[src/rtl/hazard_unit_if.sv]
// Handshake bundle between the pipeline datapath and the hazard unit.
// The master side drives pipeline status; the slave side (hazard unit) drives enables and flushes.
interface hazard_unit_if #(
    parameter int unsigned CNT_W = 16
);
    logic             ihit;
    logic             dhit;
    logic [4:0]       id_rs;
    logic [4:0]       id_rt;
    logic             id_uses_rt;
    logic             id_branch;
    logic             id_taken;
    logic [4:0]       ex_wsel;
    logic             ex_regwr;
    logic             ex_memread;
    logic [4:0]       mem_wsel;
    logic             mem_memread;
    logic             mem_memop;
    logic             wb_halt;
    logic             pc_en;
    logic             ifid_en;
    logic             idex_en;
    logic             exmem_en;
    logic             memwb_en;
    logic             ifid_flush;
    logic             idex_flush;
    logic             exmem_flush;
    logic             halted;
    logic [CNT_W-1:0] stall_cycles;

    modport master (
        output ihit, dhit, id_rs, id_rt, id_uses_rt, id_branch, id_taken,
               ex_wsel, ex_regwr, ex_memread, mem_wsel, mem_memread, mem_memop, wb_halt,
        input  pc_en, ifid_en, idex_en, exmem_en, memwb_en,
               ifid_flush, idex_flush, exmem_flush, halted, stall_cycles
    );

    modport slave (
        input  ihit, dhit, id_rs, id_rt, id_uses_rt, id_branch, id_taken,
               ex_wsel, ex_regwr, ex_memread, mem_wsel, mem_memread, mem_memop, wb_halt,
        output pc_en, ifid_en, idex_en, exmem_en, memwb_en,
               ifid_flush, idex_flush, exmem_flush, halted, stall_cycles
    );
endinterface

[src/rtl/hazard_unit.sv]
// Pipeline hazard unit: load-use / branch interlocks, dcache-miss freeze, halt, and a
// saturating stalled-cycle counter. All control outputs are Mealy and react in the same cycle.
module hazard_unit #(
    parameter int unsigned CNT_W = 16
) (
    input logic         CLK,
    input logic         RST,
    hazard_unit_if.slave hif
);
    typedef enum logic [1:0] {StRun, StStall, StMemWait, StHalt} state_e;

    state_e           state_q, state_d, saved_q, saved_d;
    logic [1:0]       rem_q, rem_d;
    logic [CNT_W-1:0] cnt_q;

    logic ex_rs, ex_rt, mem_rs, mem_rt;
    logic lu, bl, ba, bm, dmiss;

    // Register zero never carries a dependency.
    assign ex_rs  = (hif.id_rs != 5'd0) && (hif.ex_wsel == hif.id_rs);
    assign ex_rt  = (hif.id_rt != 5'd0) && (hif.ex_wsel == hif.id_rt);
    assign mem_rs = (hif.id_rs != 5'd0) && (hif.mem_wsel == hif.id_rs);
    assign mem_rt = (hif.id_rt != 5'd0) && (hif.mem_wsel == hif.id_rt);

    assign lu    = hif.ex_memread && (hif.ex_wsel != 5'd0) && (ex_rs || (hif.id_uses_rt && ex_rt));
    assign bl    = hif.id_branch && hif.ex_memread && (ex_rs || ex_rt);
    assign ba    = hif.id_branch && hif.ex_regwr && !hif.ex_memread && (ex_rs || ex_rt);
    assign bm    = hif.id_branch && hif.mem_memread && (mem_rs || mem_rt);
    assign dmiss = hif.mem_memop && !hif.dhit;

    always_comb begin
        state_d         = state_q;
        saved_d         = saved_q;
        rem_d           = rem_q;
        hif.pc_en       = 1'b1;
        hif.ifid_en     = 1'b1;
        hif.idex_en     = 1'b1;
        hif.exmem_en    = 1'b1;
        hif.memwb_en    = 1'b1;
        hif.ifid_flush  = 1'b0;
        hif.idex_flush  = 1'b0;
        hif.exmem_flush = 1'b0;
        hif.halted      = 1'b0;

        if (!RST) begin
            if (hif.wb_halt || state_q == StHalt) begin
                {hif.pc_en, hif.ifid_en, hif.idex_en, hif.exmem_en, hif.memwb_en} = '0;
                hif.halted = 1'b1;
                state_d    = StHalt;
            end else begin
                unique case (state_q)
                    StRun: begin
                        if (dmiss) begin
                            {hif.pc_en, hif.ifid_en, hif.idex_en, hif.exmem_en, hif.memwb_en} = '0;
                            hif.exmem_flush = 1'b1;
                            saved_d         = StRun;
                            state_d         = StMemWait;
                        end else if (bl || lu || ba || bm) begin
                            hif.pc_en      = 1'b0;
                            hif.ifid_en    = 1'b0;
                            hif.idex_flush = 1'b1;
                            if (bl) begin
                                state_d = StStall;
                                rem_d   = 2'd1;
                            end
                        end else if (!hif.ihit) begin
                            hif.pc_en      = 1'b0;
                            hif.ifid_flush = 1'b1;
                        end else if (hif.id_taken) begin
                            hif.ifid_flush = 1'b1;
                        end
                    end
                    StStall: begin
                        if (dmiss) begin
                            {hif.pc_en, hif.ifid_en, hif.idex_en, hif.exmem_en, hif.memwb_en} = '0;
                            hif.exmem_flush = 1'b1;
                            saved_d         = StStall;
                            state_d         = StMemWait;
                        end else begin
                            hif.pc_en      = 1'b0;
                            hif.ifid_en    = 1'b0;
                            hif.idex_flush = 1'b1;
                            rem_d          = (rem_q != 2'd0) ? rem_q - 2'd1 : 2'd0;
                            if (rem_d == 2'd0) state_d = StRun;
                        end
                    end
                    StMemWait: begin
                        {hif.pc_en, hif.ifid_en, hif.idex_en, hif.exmem_en, hif.memwb_en} = '0;
                        hif.exmem_flush = 1'b1;
                        // Let the completed access retire into MEM/WB while EX/MEM takes a bubble.
                        if (hif.dhit) begin
                            hif.memwb_en = 1'b1;
                            state_d      = saved_q;
                        end
                    end
                    default: ;
                endcase
            end
        end
    end

    always_ff @(posedge CLK or posedge RST) begin
        if (RST) begin
            state_q <= StRun;
            saved_q <= StRun;
            rem_q   <= 2'd0;
            cnt_q   <= '0;
        end else begin
            state_q <= state_d;
            saved_q <= saved_d;
            rem_q   <= rem_d;
            if (!hif.pc_en && !hif.halted && (cnt_q != {CNT_W{1'b1}})) cnt_q <= cnt_q + 1'b1;
        end
    end

    assign hif.stall_cycles = cnt_q;
endmodule

[src/flat_wrapper.sv]
// flat-port wrapper written by rule: the top's interface ports become plain ports
module hazard_unit_flat 
#(
    parameter int unsigned CNT_W = 16
)
  (CLK, RST, hif_ihit, hif_dhit, hif_id_rs, hif_id_rt, hif_id_uses_rt, hif_id_branch, hif_id_taken, hif_ex_wsel, hif_ex_regwr, hif_ex_memread, hif_mem_wsel, hif_mem_memread, hif_mem_memop, hif_wb_halt, hif_pc_en, hif_ifid_en, hif_idex_en, hif_exmem_en, hif_memwb_en, hif_ifid_flush, hif_idex_flush, hif_exmem_flush, hif_halted, hif_stall_cycles);
  hazard_unit_if #(.CNT_W(CNT_W)) hif_i ();
  input logic CLK;
  input logic RST;
  input wire logic [$bits(hif_i.ihit)-1:0] hif_ihit;
  input wire logic [$bits(hif_i.dhit)-1:0] hif_dhit;
  input wire logic [$bits(hif_i.id_rs)-1:0] hif_id_rs;
  input wire logic [$bits(hif_i.id_rt)-1:0] hif_id_rt;
  input wire logic [$bits(hif_i.id_uses_rt)-1:0] hif_id_uses_rt;
  input wire logic [$bits(hif_i.id_branch)-1:0] hif_id_branch;
  input wire logic [$bits(hif_i.id_taken)-1:0] hif_id_taken;
  input wire logic [$bits(hif_i.ex_wsel)-1:0] hif_ex_wsel;
  input wire logic [$bits(hif_i.ex_regwr)-1:0] hif_ex_regwr;
  input wire logic [$bits(hif_i.ex_memread)-1:0] hif_ex_memread;
  input wire logic [$bits(hif_i.mem_wsel)-1:0] hif_mem_wsel;
  input wire logic [$bits(hif_i.mem_memread)-1:0] hif_mem_memread;
  input wire logic [$bits(hif_i.mem_memop)-1:0] hif_mem_memop;
  input wire logic [$bits(hif_i.wb_halt)-1:0] hif_wb_halt;
  output wire logic [$bits(hif_i.pc_en)-1:0] hif_pc_en;
  output wire logic [$bits(hif_i.ifid_en)-1:0] hif_ifid_en;
  output wire logic [$bits(hif_i.idex_en)-1:0] hif_idex_en;
  output wire logic [$bits(hif_i.exmem_en)-1:0] hif_exmem_en;
  output wire logic [$bits(hif_i.memwb_en)-1:0] hif_memwb_en;
  output wire logic [$bits(hif_i.ifid_flush)-1:0] hif_ifid_flush;
  output wire logic [$bits(hif_i.idex_flush)-1:0] hif_idex_flush;
  output wire logic [$bits(hif_i.exmem_flush)-1:0] hif_exmem_flush;
  output wire logic [$bits(hif_i.halted)-1:0] hif_halted;
  output wire logic [$bits(hif_i.stall_cycles)-1:0] hif_stall_cycles;
  assign hif_i.ihit = hif_ihit;
  assign hif_i.dhit = hif_dhit;
  assign hif_i.id_rs = hif_id_rs;
  assign hif_i.id_rt = hif_id_rt;
  assign hif_i.id_uses_rt = hif_id_uses_rt;
  assign hif_i.id_branch = hif_id_branch;
  assign hif_i.id_taken = hif_id_taken;
  assign hif_i.ex_wsel = hif_ex_wsel;
  assign hif_i.ex_regwr = hif_ex_regwr;
  assign hif_i.ex_memread = hif_ex_memread;
  assign hif_i.mem_wsel = hif_mem_wsel;
  assign hif_i.mem_memread = hif_mem_memread;
  assign hif_i.mem_memop = hif_mem_memop;
  assign hif_i.wb_halt = hif_wb_halt;
  assign hif_pc_en = hif_i.pc_en;
  assign hif_ifid_en = hif_i.ifid_en;
  assign hif_idex_en = hif_i.idex_en;
  assign hif_exmem_en = hif_i.exmem_en;
  assign hif_memwb_en = hif_i.memwb_en;
  assign hif_ifid_flush = hif_i.ifid_flush;
  assign hif_idex_flush = hif_i.idex_flush;
  assign hif_exmem_flush = hif_i.exmem_flush;
  assign hif_halted = hif_i.halted;
  assign hif_stall_cycles = hif_i.stall_cycles;
  hazard_unit #(.CNT_W(CNT_W)) u_core (.CLK(CLK), .RST(RST), .hif(hif_i));
endmodule
[config.mk]
export PLATFORM = sky130hd
export DESIGN_NAME = hazard_unit_flat
export DESIGN_NICKNAME = d
export VERILOG_FILES = /design/src/rtl/hazard_unit_if.sv /design/src/rtl/hazard_unit.sv /design/src/flat_wrapper.sv
export SDC_FILE = /design/constraint.sdc
export NUM_CORES = 1
export LEC_CHECK = 0
export ABC_AREA = 1
export CORE_ASPECT_RATIO = 0.6
export CORE_MARGIN = 2
export CORE_UTILIZATION = 49
export DETAILED_ROUTE_END_ITERATION = 8
export PLACE_DENSITY = 0.82
export SETUP_SLACK_MARGIN = 0.3
export SLEW_MARGIN = 0
export SYNTH_ARGS = -nofsm -noshare
export SYNTH_HDL_FRONTEND = slang
export SYNTH_SLANG_ARGS = --single-unit
export TNS_END_PERCENT = 20
[constraint.sdc]
create_clock -name CLK -period 3 [get_ports CLK]
set_clock_uncertainty 0.2 [all_clocks]
set_input_delay 0.75 -clock CLK [delete_from_list [all_inputs] [get_ports CLK]]
set_output_delay 0.75 -clock CLK [all_outputs]
set_load 0.01 [all_outputs]
# --- Word level (Yosys, flattened, before mapping) ---
# Cells that the tools add are included.
op_classes:
  addsub: 2
  n_eq_ne: 18
  muxes: 52
  bitwise: 2
  n_reduce_logical: 41
op_table:
  columns: ["operator", "n"]
  rows:
  - ["$mux W1", 31]
  - ["$mux W2", 12]
  - ["$eq A5 B5 Y1", 4]
  - ["$logic_and A1 B1 Y1", 17]
  - ["$add A16 B1 Y16 const B", 1]
  - ["$ne A16 B16 Y1 const B", 1]
  - ["$reduce_bool A5 Y1", 3]
  - ["$ne A4 B1 Y1 const B", 3]
  - ["$pmux W1 S2", 6]
  - ["$ne A2 B1 Y1 const B", 4]
  - ["$pmux W2 S2", 2]
  - ["$logic_or A1 B1 Y1", 7]
  - ["$reduce_and A7 Y1", 1]
  - ["$pmux W2 S3", 1]
  - ["$reduce_and A6 Y1", 1]
  - ["$reduce_and A5 Y1", 1]
  - ["$eq A2 B2 Y1 const B", 2]
  - ["$logic_not A1 Y1", 4]
  - ["$logic_not A2 Y1", 2]
  - ["$ne A2 B2 Y1 const B", 2]
  - ["$reduce_bool A2 Y1", 2]
  - ["$reduce_bool A4 Y1", 1]
  - ["$reduce_or A2 Y1", 2]
  - ["$ne A3 B2 Y1 const B", 1]
  - ["other kinds (3)", 4]
word_totals:
  reg_bits: 22
  inputBits: 32
  output_inout_bits: 25
  wordCells: 119

# --- Logic depth before layout (Yosys ltp) ---
# Gate-level depths: netlist of run 1.
logic_depth:
  word_depth: 16
  depth_mapped: 17
  ltp_nobuf: 16

# --- Least setup slack after synthesis of run 1 ---
# No wires, ideal clock.
synth_timing:
  kind: "input -> output"
  from: "input port hif_id_rt[3]"
  to: "output port hif_pc_en"
  arrival_time_ps: 1806
  required_ps: 2050
  setup_slack_ps: 244
  stages: 14
  cell_sequence: "nor2_1 > nand3_2 > inv_2 > nor2_2 > nand2_1 > nand2_2 > nand2_1 > nand2_1 > nand2_2 > nand3_2 > nand2_2 > nand3_4 > buf_4 > inv_1"
synth_between:
  elab_chain_cells: 13
  elab_cells_between_ends: 21
synth_lines:
  columns: ["element", "line", "source"]
  rows:
  - ["from (decl)", "flat_wrapper.sv:13", "input wire logic [$bits(hif_i.id_rt)-1:0] hif_id_rt;"]
  - ["$eq A5 B5 Y1 or $reduce_bool A5 Y1 (tied branches)", "hazard_unit.sv:21, hazard_unit.sv:23", null]
  - ["$logic_and A1 B1 Y1", "hazard_unit.sv:21", "assign ex_rt = (hif.id_rt != 5'd0) && (hif.ex_wsel == hif.id_rt);"]
  - ["$logic_and A1 B1 Y1", "hazard_unit.sv:25", "assign lu = hif.ex_memread && (hif.ex_wsel != 5'd0) && (ex_rs || (hif.id_uses_rt && ex_rt));"]
  - ["$logic_or A1 B1 Y1", "hazard_unit.sv:25", null]
  - ["$logic_and A1 B1 Y1", "hazard_unit.sv:25", null]
  - ["$logic_or A1 B1 Y1 (2 in a row)", "hazard_unit.sv:58", "end else if (bl || lu || ba || bm) begin"]
  - ["$logic_or A1 B1 Y1 (*)", "hazard_unit.sv:58", null]
  - ["$mux W1 (*)", "hazard_unit.sv:58", null]
  - ["$mux W1 (*)", "hazard_unit.sv:53", "if (dmiss) begin"]
  - ["$pmux W1 S2 (*)", "hazard_unit.sv:51", "unique case (state_q)"]
  - ["$mux W1 (*)", "hazard_unit.sv:46", "if (hif.wb_halt || state_q == StHalt) begin"]
  - ["$mux W1 (*)", "hazard_unit.sv:45", "if (!RST) begin"]
  - ["to (decl)", "flat_wrapper.sv:24", "output wire logic [$bits(hif_i.pc_en)-1:0] hif_pc_en;"]
# Every way passes the cells marked *; elsewhere a longest branch is shown, timed or not.

# --- Worst setup path after layout of run 1 ---
layout_timing:
  from: "input port hif_id_rs[1]"
  to: "output port hif_pc_en"
layout_between:
  elab_chain_cells: 12
  elab_cells_between_ends: 20
layout_lines:
  columns: ["element", "line", "source"]
  rows:
  - ["from (decl)", "flat_wrapper.sv:12", "input wire logic [$bits(hif_i.id_rs)-1:0] hif_id_rs;"]
  - ["$eq A5 B5 Y1 or $reduce_bool A5 Y1 (tied branches)", "hazard_unit.sv:20, hazard_unit.sv:22", null]
  - ["$logic_and A1 B1 Y1", "hazard_unit.sv:20", "assign ex_rs = (hif.id_rs != 5'd0) && (hif.ex_wsel == hif.id_rs);"]
  - ["$logic_or A1 B1 Y1 (on tied branches)", "hazard_unit.sv:26, hazard_unit.sv:27, hazard_unit.sv:25", null]
  - ["$logic_and A1 B1 Y1 (on tied branches)", "hazard_unit.sv:26, hazard_unit.sv:25", null]
  - ["$logic_or A1 B1 Y1 (2 in a row)", "hazard_unit.sv:58", null]
  - ["$logic_or A1 B1 Y1 (*)", "hazard_unit.sv:58", null]
  - ["$mux W1 (*)", "hazard_unit.sv:58", null]
  - ["$mux W1 (*)", "hazard_unit.sv:53", null]
  - ["$pmux W1 S2 (*)", "hazard_unit.sv:51", null]
  - ["$mux W1 (*)", "hazard_unit.sv:46", null]
  - ["$mux W1 (*)", "hazard_unit.sv:45", null]
# Marked as above.

==> impl_results.md, run 1 <==
* Layout net count at 404
* Clk slew on worst S/H paths at 0.08 ns
* Drt pass-1 iters at 4
* Area of the multi-input gates at 0.00141 sq mm
* Fin Hold WS at 0.316 ns
* CP Capture Type: output port
* Inserted Clock Buffers at 3
* Hpwl dp at 4.35 mm
* Ports at 57
* Seq pwr share at 29.9%
* Yosys warns at 0
* Fmax at 345 MHz
* Syn Nets at 331
* Final setup fails at 0
* Vias in the first global route at 1945
* H-tree Lvls at 1
* Distinct cells, synth at 35
* Grt ovf at 0
* Slew Limit Headroom at 73.6%
* Vias at 2120
* Yosys top cell area share at 26.1%
* Comb power frac at 56.3%
* WL/cell at 13.9 um
* 1st-iter DRT viols at 132
* Sequential-to-total area share from yosys stat at 26.1%
* Setup crit start: hif_id_rs[1]
* Final Cycle Share at 96.7%
* CP startpoint kind: primary input
* Pint at 0.000766 W
* Inserted Diodes at 0
* GP Congestion at 0.952
* Hold Path Class: flop to flop
* Worst path arrival time at 1.95 ns
* Initial antenna violation count at 0
* Die W at 86.8 um
* Worst slack, placed at -0.742 ns
* Register Area at 527 sq um
* Synth-to-Final Area Change at 41.6%
* Largest fanout on the critical path at 3
* Avg Cell Area, Syn at 6.88 sq um
* Largest family of logic cells by synthesized area: simple AND/OR/NAND/NOR gates
* IO buf count at 56
* R2r setup slk at 0.60 ns
* Global-route usage over all layers at 25.8%
* Synthesized cell area at 0.00202 sq mm
* Critical path endpoint: hif_pc_en
* Post-layout util at 70.8%
* Reg2reg end: u_core.hif.stall_cycles[6]$_DFFE_PP0P_
* Core area at 0.00403 sq mm
* Slew @ Worst Pin at 0.393 ns
* RSZ-0062 raised after global routing: yes
* Root buffer cell: clkbuf_8
* Area leader, netlist: dfrtp_1
* Post-Synth Adder-Cell Area at 3.72%
* Psw at 0.000603 W
* Clock network fraction of total power at 13.8%
* Synth Area in XOR/XNOR at 10.9%
* Setup ws final at 0.0997 ns
* Antenna Nets Post-Route at 0
* Flops & latches, synth at 21
* Design area at 0.00285 sq mm
* Async set-reset flop share out of synthesis at 100%
* Post-Synthesis Cells at 293
* Clk sinks at 21
* Die height at 53.7 um
* Number of vias per cell at 5.11
* Run status: completed
* Simple-gate share of the synthesized area at 44.2%
* Layout cells sized above 1 at 33.4%
* Row count at 18
* Initial Util at 50.0%
* R2r startpoint: u_core.state_q[0]$_DFFE_PP0P_
* Worst-case reg-to-reg path depth at 10
* Synth top cells by count: nand2_1, inv_1, nor2_1
* Critical path type: primary input to output port
* CTS tree: done
* Slew Viols, Final at 0
* Max IR drop VDD at 0.324 mV
* Die Area at 0.00466 sq mm
* Final hold violations at 0
* Longest Clk Path Bufs at 2
* Sw frac at 44.0%
* LEAKAGE at 1.45 nW
* EDFF count, synth at 0
* DRC viols at 0
* Pwr Density at 480 mW/mm^2
* Final TNS setup at 0 ns
* Post-DP Area at 0.00269 sq mm
* Max_cap viols at 0
* Complex-gate fraction of the synthesized area at 4.16%
* First-pass GRT wire length at 9.31 mm
* # hold bufs at CTS at 0
* Area contributors post-synth: dfrtp_1, nand2_1, inv_1
* Most used DFF post-synth: dfrtp_1
* CP required at 2.05 ns
* Wirelength, routed at 5.77 mm
* Top-count cell post-synth: nand2_1
* Clk_lat worst skew at 0.26 ns
* Largest net degree at the start of global routing at 22
* Tmin final at 2.90 ns
* FILL cells at 332
* Mux cell area share after synthesis at 0%
-- worst min-delay path by stage --
| stage | from | end | slack [ns] | cells after the start |
|---|---|---|---|---|
| finish | u_core.rem_q[1]$_DFFE_PP0P_ | u_core.rem_q[1]$_DFFE_PP0P_ | 0.32 | 2 |
| global placement | u_core.hif.stall_cycles[15]$_DFFE_PP0P_ | u_core.hif.stall_cycles[15]$_DFFE_PP0P_ | 0.29 | 2 |
| CTS | u_core.hif.stall_cycles[15]$_DFFE_PP0P_ | u_core.hif.stall_cycles[15]$_DFFE_PP0P_ | 0.32 | 2 |
| global route | u_core.rem_q[1]$_DFFE_PP0P_ | u_core.rem_q[1]$_DFFE_PP0P_ | 0.34 | 2 |
| floorplan | u_core.rem_q[1]$_DFFE_PP0P_ | u_core.rem_q[1]$_DFFE_PP0P_ | 0.27 | 2 |
| detailed placement | u_core.rem_q[1]$_DFFE_PP0P_ | u_core.rem_q[1]$_DFFE_PP0P_ | 0.30 | 2 |
-- stage by stage --
stage,std cells,power (W)
after floorplan,293,0.000858
after global placement,407,0.00110
after detailed placement,407,0.00112
after CTS,415,0.00133
after global routing,415,0.00147
final,415,0.00137
-- registers in the layout, summed over array words and instances (netlist names) --
name                     cells
u_core.state_q               2
u_core.rem_q                 2
u_core.hif.stall_cycles     16
u_core.saved_q               1
-- critical path, stage by stage --
cell and delay [ns]:
buf_8 0.11, nor2_4 0.10, nand2_2 0.06, nor2_4 0.10, nor2_1 0.05, nand2_1 0.07
nand2_1 0.05, nand2_1 0.06, nand2_1 0.06, nand2_2 0.08, nand3_2 0.10, nand2_2 0.11
nand3_4 0.08, inv_2 0.06, buf_6 0.09
-- cell type report --
class                      count  share of cell area [%]
multi-input combinational    222                    49.4
timing repair buffer          75                    22.7
sequential                    21                    18.5
tap                           50                    2.19
inverter                      43                    5.66
clock inverter                 1                   0.175
clock buffer                   3                    1.45
-- cell families after synthesis --
logic type / after synthesis
fa+ha+maj: 6
simple gates: 176
buf+inv: 50
compound gates: 15
xor+xnor: 25
flops: 21
-- cells in the final DEF (no fill, tap or decap), types with 10 or more instances in the layout --
cell type        synthesis  layout
clkdlybuf4s50_1          0      22
inv_1                   39      32
buf_4                    2      19
inv_2                    3      10
nand4_1                 17      17
nand2_2                 19      24
dfrtp_1                 21      20
nand2_1                 73      68
buf_6                    1      10
nor2_1                  27      16
xor2_1                  13      12
nand3_1                 12      12
buf_2                    2      14
-- what timing repair did --
action	in CTS	in global routing
endpoints found under the setup margin	25	21
setup buffers	4	0
gates resized for setup	161	28
pin swaps	38	23
-- power groups by stage --
stage	sequential, W	combinational [W]	clock [W]
after CTS	0.000408	0.000730	0.000193
final	0.000410	0.000770	0.000189
after floorplan	0.000413	0.000445	0
after detailed placement	0.000413	0.000707	0
after global routing	0.000420	0.000844	0.000206
after global placement	0.000408	0.000688	0
-- per-layer routing --
| metal | GRT usage, % | up-vias | share of wire, % |
|---|---|---|---|
| met1 | 39.4 | 980 | 52 |
| met4 | 3.39 | 0 | 0.69 |
| li1 | - | 1075 | - |
| met2 | 37.5 | 61 | 41 |
| met3 | 5.98 | 4 | 6.6 |
| met5 | 0 | - | 0 |
Power figures use the tool's default switching activity.
==> run 2: changes to the inputs <==
- HOLD_SLACK_MARGIN: unset -> 0.15
==> results of run 2 <==
The final DEF is identical to that of run 1; final timing and power are the same.
==> run 3: changes to the inputs <==
- CORE_UTILIZATION: 49 -> 44
- PLACE_DENSITY: 0.82 -> 0.78
- clock period: 3 -> 2.4 ns (I/O delays scaled with it)
==> impl_results.md, run 3 (synthesis gave the netlist of run 1 again) <==
* CP required at 1.60 ns
* Setup ws final at -0.309 ns
* Clk sinks at 21
* Commonest cells after routing, fill and taps aside: nand2_1, nand2_2, buf_4
* Core area at 0.00449 sq mm
* Critical Path Most Common Cell: nand2_2
* Final hold violations at 0
* Fmax at 369 MHz
* Synth-to-Final Area Change at 61.5%
* Number of vias per cell at 5.22
* Worst-case reg-to-reg path depth at 10
* Die W at 91.4 um
* Inserted Diodes at 0
* Slew Viols, Final at 0
* WP buf/inv at 3
* Tmin final at 2.71 ns
* WL/cell at 16.1 um
* Max_cap viols at 0
* First-pass GRT wire length at 10.6 mm
* Ports at 57
* Slew @ Worst Pin at 0.552 ns
* Longest Clk Path Bufs at 2
* Die height at 56.4 um
* Max IR drop VDD at 0.380 mV
* Max FFs per register at 16
* FILL cells at 300
* Reg2reg end: u_core.hif.stall_cycles[4]$_DFFE_PP0P_
* CTS tree: done
* Most common cell after layout, fill and taps aside: nand2_1
* LEAKAGE at 1.64 nW
* Hold Path Class: flop to flop
* Initial Util at 44.9%
* Critical path endpoint: hif_pc_en
* Post-layout util at 72.4%
* H-tree Lvls at 1
* Failing checks: negative setup slack
* Worst slack, placed at -1.04 ns
* Met2 Resource Use GR at 38.6%
* Layout net count at 427
* Largest net degree at the start of global routing at 22
* Pwr Density at 656 mW/mm^2
* Slew Limit Headroom at 62.9%
* R2r startpoint: u_core.state_q[1]$_DFFE_PP0P_
* CP max stage cell: xnor2_1
* Row count at 19
* Met3 usage at 4.03%
* Clk slew on worst S/H paths at 0.09 ns
* Grt ovf at 0
* Critical path type: primary input to output port
* DRC viols at 0
* CP startpoint kind: primary input
* Die Area at 0.00516 sq mm
* CP Capture Type: output port
* R2r setup slk at 0.18 ns
* Busiest grt layer: met1
* IO buf count at 56
* Largest fanout on the critical path at 4
* Slowest cell delay on critical path at 0.20 ns
* RSZ-0062 raised after global routing: yes
* Drt pass-1 iters at 4
* Met1 Use GR at 39.3%
* Setup crit start: hif_id_rt[0]
* Root buffer cell: clkbuf_8
* Initial antenna violation count at 0
* Final setup fails at 6
* 1st-iter DRT viols at 193
* Hpwl dp at 4.55 mm
* Instance count on the critical path at 14
* Vias at 2355
* Wirelength, routed at 7.24 mm
* GP Congestion at 0.946
* Crit path max-delay family: simple AND/OR/NAND/NOR gates
* Vias in the first global route at 2177
* Antenna Nets Post-Route at 0
* Cell-by-cell trace of the critical path: buf_4 > xnor2_1 > nand2_1 > nor2_2 > nand2_1 > nand2_2 > nand2_2 > nand2_2 > nand2_2 > nand3_2 > nand2_2 > nand3_4 > inv_2 > buf_6
* Inserted Clock Buffers at 3
* Worst path arrival time at 1.91 ns
* Global-route usage over all layers at 25.5%
* Layout cells sized above 1 at 46.4%
* Fin Hold WS at 0.308 ns
* Final Cycle Share at 113%
* Clk_lat worst skew at 0.27 ns
* Run status: finished with violations
## run 3: cell count changes in the layout (fill, tap and decap cells not counted), moves of 6 or more
cell / before / now
buf_4: 19 / 34
nand2_2: 24 / 34
nand2_1: 68 / 57
dfrtp_2: 1 / 7
buf_6: 10 / 16
dfrtp_1: 20 / 14
clkdlybuf4s50_1: 22 / 16
## run 3: timing repair
action	CTS	global route
setup buffers	8	5
resized for setup	186	62
cloned	0	2
hold buffers	0	0
pin swaps	35	42
endpoints found under the setup margin	31	38
hold endpoints to repair	0	0
## run 3: worst min path at each step
stage                                            startpoint                                      end  slack [ns]  depth (start not counted)
floorplan                       u_core.rem_q[1]$_DFFE_PP0P_              u_core.rem_q[1]$_DFFE_PP0P_        0.27                          2
global placement     u_core.hif.stall_cycles[9]$_DFFE_PP0P_   u_core.hif.stall_cycles[9]$_DFFE_PP0P_        0.29                          2
detailed placement   u_core.hif.stall_cycles[9]$_DFFE_PP0P_   u_core.hif.stall_cycles[9]$_DFFE_PP0P_        0.30                          2
CTS                 u_core.hif.stall_cycles[15]$_DFFE_PP0P_  u_core.hif.stall_cycles[15]$_DFFE_PP0P_        0.33                          2
global route         u_core.hif.stall_cycles[9]$_DFFE_PP0P_   u_core.hif.stall_cycles[9]$_DFFE_PP0P_        0.35                          2
finish                          u_core.rem_q[1]$_DFFE_PP0P_              u_core.rem_q[1]$_DFFE_PP0P_        0.31                          2
## run 3: where the power goes
| group | internal [W] | total, W | switching (W) |
|---|---|---|---|
| clock network | 0.000118 | 0.000242 | 0.000125 |
| logic | 0.000671 | 0.00137 | 0.000700 |
| registers | 0.000431 | 0.000522 | 0.0000905 |
## run 3: metal layers
layer | part of all wire, % | routed length [um]
met1 | 44 | 3190
met2 | 46 | 3310
met3 | 8.8 | 636
met4 | 1.5 | 108
met5 | 0 | 0
## run 3: layout make-up
cell class              count  area (sq um)  share of cell area [%]
well taps                  63          78.8                    2.42
clock inverters             1          7.51                   0.231
flip-flops and latches     21           534                    16.4
clock buffers               3          41.3                    1.27
inverters                  43           161                    4.96
repair buffers             97           898                    27.6
multi-input cells         223          1530                    47.1
## run 3: metrics by stage
| stage | total power (W) | cell area, sq um | TNS (ns) | instances |
|---|---|---|---|---|
| global placement | 0.00148 | 2810 | -16.80 | 432 |
| detailed placement | 0.00150 | 2810 | -17.73 | 432 |
| finish | 0.00214 | 3250 | -1.12 | 451 |
| global route | 0.00228 | 3250 | -1.75 | 451 |
| CTS | 0.00192 | 3020 | -0.813 | 444 |
| floorplan | 0.00107 | 2020 | -0.00100 | 293 |
## run 3: worst reg2reg max path: stages (launching register included)
cell and delay [ns]:
dfrtp_1 0.45, inv_2 0.09, ha_2 0.35, a21oi_1 0.06, or2_2 0.31, nand3_4 0.12, buf_6 0.11, buf_12 0.12
nand3_4 0.13, nand2_2 0.12, nand2_2 0.05
==> RTL change 1 (config.mk and constraints of run 2) <==
`CNT_W` is set to 16 in 3 places; all go to 24.
--- a/src/rtl/hazard_unit_if.sv
+++ b/src/rtl/hazard_unit_if.sv
@@ -1,7 +1,7 @@
 // Handshake bundle between the pipeline datapath and the hazard unit.
 // The master side drives pipeline status; the slave side (hazard unit) drives enables and flushes.
 interface hazard_unit_if #(
-    parameter int unsigned CNT_W = 16
+    parameter int unsigned CNT_W = 24
 );
     logic             ihit;
     logic             dhit;
--- a/src/rtl/hazard_unit.sv
+++ b/src/rtl/hazard_unit.sv
@@ -1,7 +1,7 @@
 // Pipeline hazard unit: load-use / branch interlocks, dcache-miss freeze, halt, and a
 // saturating stalled-cycle counter. All control outputs are Mealy and react in the same cycle.
 module hazard_unit #(
-    parameter int unsigned CNT_W = 16
+    parameter int unsigned CNT_W = 24
 ) (
     input logic         CLK,
     input logic         RST,
--- a/src/flat_wrapper.sv
+++ b/src/flat_wrapper.sv
@@ -1,7 +1,7 @@
 // flat-port wrapper written by rule: the top's interface ports become plain ports
 module hazard_unit_flat 
 #(
-    parameter int unsigned CNT_W = 16
+    parameter int unsigned CNT_W = 24
 )
   (CLK, RST, hif_ihit, hif_dhit, hif_id_rs, hif_id_rt, hif_id_uses_rt, hif_id_branch, hif_id_taken, hif_ex_wsel, hif_ex_regwr, hif_ex_memread, hif_mem_wsel, hif_mem_memread, hif_mem_memop, hif_wb_halt, hif_pc_en, hif_ifid_en, hif_idex_en, hif_exmem_en, hif_memwb_en, hif_ifid_flush, hif_idex_flush, hif_exmem_flush, hif_halted, hif_stall_cycles);
   hazard_unit_if #(.CNT_W(CNT_W)) hif_i ();
Interface: changed (resized hif_stall_cycles); port bits go from 57 to 65. No check against the original RTL was run, so the function may have changed too.
==> RTL change 1 against run 2 <==
Final area rose by 25%; synthesized cell count rose by 25%; synthesized area rose by 22%; routed wire length rose by 28%; power rose by 29%; sequential cell count rose by 8; register-to-register slack got worse by 0.04 ns; worst setup slack got worse by 0.065 ns; critical path type unchanged; largest cell class unchanged; highest routed layer unchanged.
==> RTL change 1: results (changes against run 2) <==
Vias in the first global route = 2558 (+32%)
Reg-to-reg startpoint = u_core.hif.stall_cycles[0]
WHS Endpoint = u_core.rem_q[0]
Comb pwr = 0.000909 W (+18%)
Cts bufs inserted = 5 (+2)
GP Congestion = 0.9133 (-4.0%)
Switching fraction of total power = 41.39% (-2.6 points)
Initial DRC count = 187 (+42%)
Clk slew on worst S/H paths = 0.06 ns (-0.02 ns)
IO Port Bufs = 64 (+14%)
Outcome = completed
Slowest-stage cell, CP = clkdlybuf4s15_2
Vias per Instance = 5.338 (+4.5%)
Hold WS = 0.3023 ns (-0.01333 ns)
Largest cells by area after synthesis = dfrtp_1 (30%), nand2_1 (18%), nand4_1 (8.4%), inv_1 (7.7%), xnor2_1 (5.4%)
Tcrit/Tclk final = 98.83% (+2.2 points)
Global-route wire length before repair = 11.92 mm (+28%)
Compound-cell area share of the yosys netlist = 4.490% (+0.33 points)
Share of cells above drive strength 1 = 27.98% (-5.4 points)
Iteration count of the initial detailed-routing pass = 5 (+1)
H-tree depth = 2 (+1)
Dpl cell area = 3292 um2 (+22%)
Pleak = 1.792 nW (+24%)
R2R Path End = u_core.hif.stall_cycles[8]
Worst-Skew Late Latency = 0.28 ns (+0.02 ns)
Drt total wl = 7.387 mm (+28%)
Sequential-to-total area share from yosys stat = 29.59% (+3.5 points)
Critical path origin = hif_ex_wsel[4]
Pre-CTS setup slack = -0.7418 ns (+0.0005630 ns)
Peak supply drop = 0.0004864 V (+50%)
Synth Area in Adders = 3.061% (-0.66 points)
Post-Syn Nets = 405 (+22%)
Max_slew headroom = 63.00% (-11 points)
Placed cells = 506 (+24%)
Largest net degree at the start of global routing = 35 (+59%)
Post-Layout Cell Count = 524 (+26%)
Netlist cell types = 34 (-2.9%)
Worst path max stage delay = 0.21 ns (+0.10 ns)
Sequential share of power = 30.1% (+0.2 points)
Worst path arrival time = 2.01 ns (+0.06 ns)
Post-Synth XOR/XNOR Area = 9.643% (-1.2 points)
Gate count of the mapped netlist = 367 (+25%)
Combinational power share = 51.4% (-4.9 points)
Half-perimeter wire length after placement = 5.241 mm (+20%)
Final nets = 499 (+24%)
Top cells by count, synth = nand2_1 (117), inv_1 (50), nand4_1 (33), nor2_1 (30), dfrtp_1 (29)
Worst Hold Launch = u_core.rem_q[0]
Reg2reg path depth = 11 (+1)
-- RTL change 1: cell types whose count changed after synthesis, sizes merged, moves of 3 or more --
cell and delta:
nand2 +30, nand4 +16, inv +9, dfrtp +8
nand3 +7, nor3 -6, nor2 +3, o21ai +3
xnor2 +3
-- RTL change 1: timing repair --
item                                    in CTS  in global routing
resized for setup                          134                 57
setup buffers                               10                  1
endpoints found under the setup margin      33                 23
pin swaps                                   26                 35
-- RTL change 1: area by class of cell --
class	instances	area, um2
flip-flops and latches	29	725.7
well taps	63	78.83
clock buffers	7	86.33
repair buffers	96	847.1
inverters	52	201.4
multi-input cells	277	1638
fillers	360	1106
-- RTL change 1: layer usage --
metal | GRT usage [%] | up-vias | wire (um)
li1 | - | 1378 | -
met1 | 40.11 | 1306 | 3493
met2 | 41.35 | 106 | 3346
met3 | 5.634 | 7 | 500
met4 | 7.039 | 0 | 46
met5 | 0 | - | 0
==> RTL change 2 (flow settings as in run 2) <==
Made on the original files. Encoding of `state_e`: now one-hot (4 bits for 4 states).
--- a/src/rtl/hazard_unit.sv
+++ b/src/rtl/hazard_unit.sv
@@ -7,7 +7,7 @@
     input logic         RST,
     hazard_unit_if.slave hif
 );
-    typedef enum logic [1:0] {StRun, StStall, StMemWait, StHalt} state_e;
+    typedef enum logic [3:0] {StRun = 4'b0001, StStall = 4'b0010, StMemWait = 4'b0100, StHalt = 4'b1000} state_e;
 
     state_e           state_q, state_d, saved_q, saved_d;
     logic [1:0]       rem_q, rem_d;
Check against the original RTL: same outputs for any inputs over 10 cycles, from zero or initial values and one cycle with RST high; not proved beyond that.
==> RTL change 2 against run 2 <==
Power grew 6.6%; combinational power grew 1%; synthesized area shrank 2.6%; worst setup slack lost 0.058 ns; critical endpoint unchanged; final area grew 7.3%; routed wire length grew 13%; sequential cell count grew 3.
==> RTL change 2: results (changes against run 2) <==
IO Port Bufs = 56 (unchanged)
Ant diodes = 0 (unchanged)
Crit Path Max Fanout = 3 (unchanged)
Actual slew at the worst max-slew pin = 0.3391 ns (-0.05378 ns)
Gr usage total = 29.11% (+3.4 points)
Initial DRC count = 164 (+24%)
Via Count = 2316 (+9.2%)
Number of filler cells placed in the layout = 251 (-24%)
Type of origin of the critical path = input port
Worst Hold Launch = u_core.rem_q[0]
Slowest-stage cell, CP = nor2_2
Largest register FFs = 16 (unchanged)
Final nets = 413 (+2.2%)
Largest net degree at the start of global routing = 25 (+14%)
P_sw = 0.0005908 W (-2.0%)
Root Buffer = clkbuf_8
Critical path capture point type = output port
Wire per inst = 15.33 um (+10%)
Hold Path Stages = 2 (unchanged)
Top cells by count, synth = nand2_1 (71), inv_1 (40), nor2_1 (31), dfrtp_1 (22), nand3_1 (19)
Largest cells by area after synthesis = dfrtp_1 (28%), nand2_1 (14%), inv_1 (7.6%), xnor2_1 (7.6%), nor2_1 (5.9%)
Critical path origin = hif_ex_wsel[3]
Half-perimeter wire length after placement = 4.445 mm (+2.2%)
Post-Syn Nets = 320 (-3.3%)
Vias in the first global route = 2145 (+10%)
Netlist cell types = 33 (-5.7%)
Sequential-to-total area share from yosys stat = 30.72% (+4.6 points)
Global-route wire length before repair = 10.12 mm (+8.7%)
Iteration count of the initial detailed-routing pass = 5 (+1)
Cts bufs inserted = 3 (unchanged)
WHS Endpoint = u_core.rem_q[0]
Worst path arrival time = 2.01 ns (+0.06 ns)
Pleak = 1.464 nW (+1.3%)
GP Congestion = 0.9678 (+1.7%)
Reg2reg setup slack = 0.51 ns (-0.09 ns)
Worst path max stage delay = 0.12 ns
Setup crit end = hif_pc_en
Outcome = completed
Peak supply drop = 0.0003597 V (+11%)
Reg-to-reg startpoint = u_core.hif.stall_cycles[0]
Clock Path Buffers = 2 (unchanged)
Share of cells above drive strength 1 = 36.94% (+3.5 points)
Reg2reg path depth = 12 (+2)
R2R Path End = u_core.hif.stall_cycles[13]
## RTL change 2: final cells by class
cell class,instances,area [um2],share of cell area [%]
flip-flops and latches,24,604.3,19.73
well taps,47,58.81,1.920
clock buffers,4,45.04,1.471
inverters,45,180.2,5.882
multi-input cells,211,1319,43.06
repair buffers,95,855.8,27.94
## RTL change 2: cells by family after synthesis
logic type	Yosys count	synth area share (%)
flops	24	30.72
compound gates	20	7.075
simple gates	165	39.32
buf+inv	52	11.09
fa+ha+maj	1	0.6372
xor+xnor	25	11.15
## RTL change 2: stage by stage
stage,instances,instance area (um2),hold WS (ns),setup WS [ns]
after detailed placement,408,2740,0.2884,-0.8099
final,426,3063,0.3012,0.04198
after global routing,426,3063,0.3185,-0.08226
after global placement,408,2740,0.2895,-0.7728
after floorplan,287,1973,0.2530,0.2647
after CTS,421,2927,0.3070,0.1057
## RTL change 2: power groups by stage
| stage | logic [W] | clock network (W) | registers [W] |
|---|---|---|---|
| after detailed placement | 0.000624 | 0 | 0.000476 |
| after floorplan | 0.000342 | 0 | 0.000475 |
| final | 0.000780 | 0.000194 | 0.000486 |
| after global routing | 0.000839 | 0.000214 | 0.000496 |
| after global placement | 0.000612 | 0 | 0.000473 |
| after CTS | 0.000690 | 0.000196 | 0.000478 |
## RTL change 2: timing repair
action | 4_1_cts | 5_1_grt
pin swaps | 53 | 17
resized for setup | 173 | 32
setup endpoints to repair | 25 | 20
buffers inserted | 9 | 5
## RTL change 2: routing by layer
layer / vias up / global-route usage, % / wire [um]
met5: - / 0 / 0
li1: 1097 / - / -
met1: 1093 / 39.63 / 2894
met2: 112 / 48.18 / 3056
met3: 14 / 6.240 / 472
met4: 0 / 6.349 / 107
## RTL change 2: critical path, delay by kind of cell
family | cells | cell delay, ns
and+or+nand+nor | 12 | 0.93
buffers and inverters | 4 | 0.32
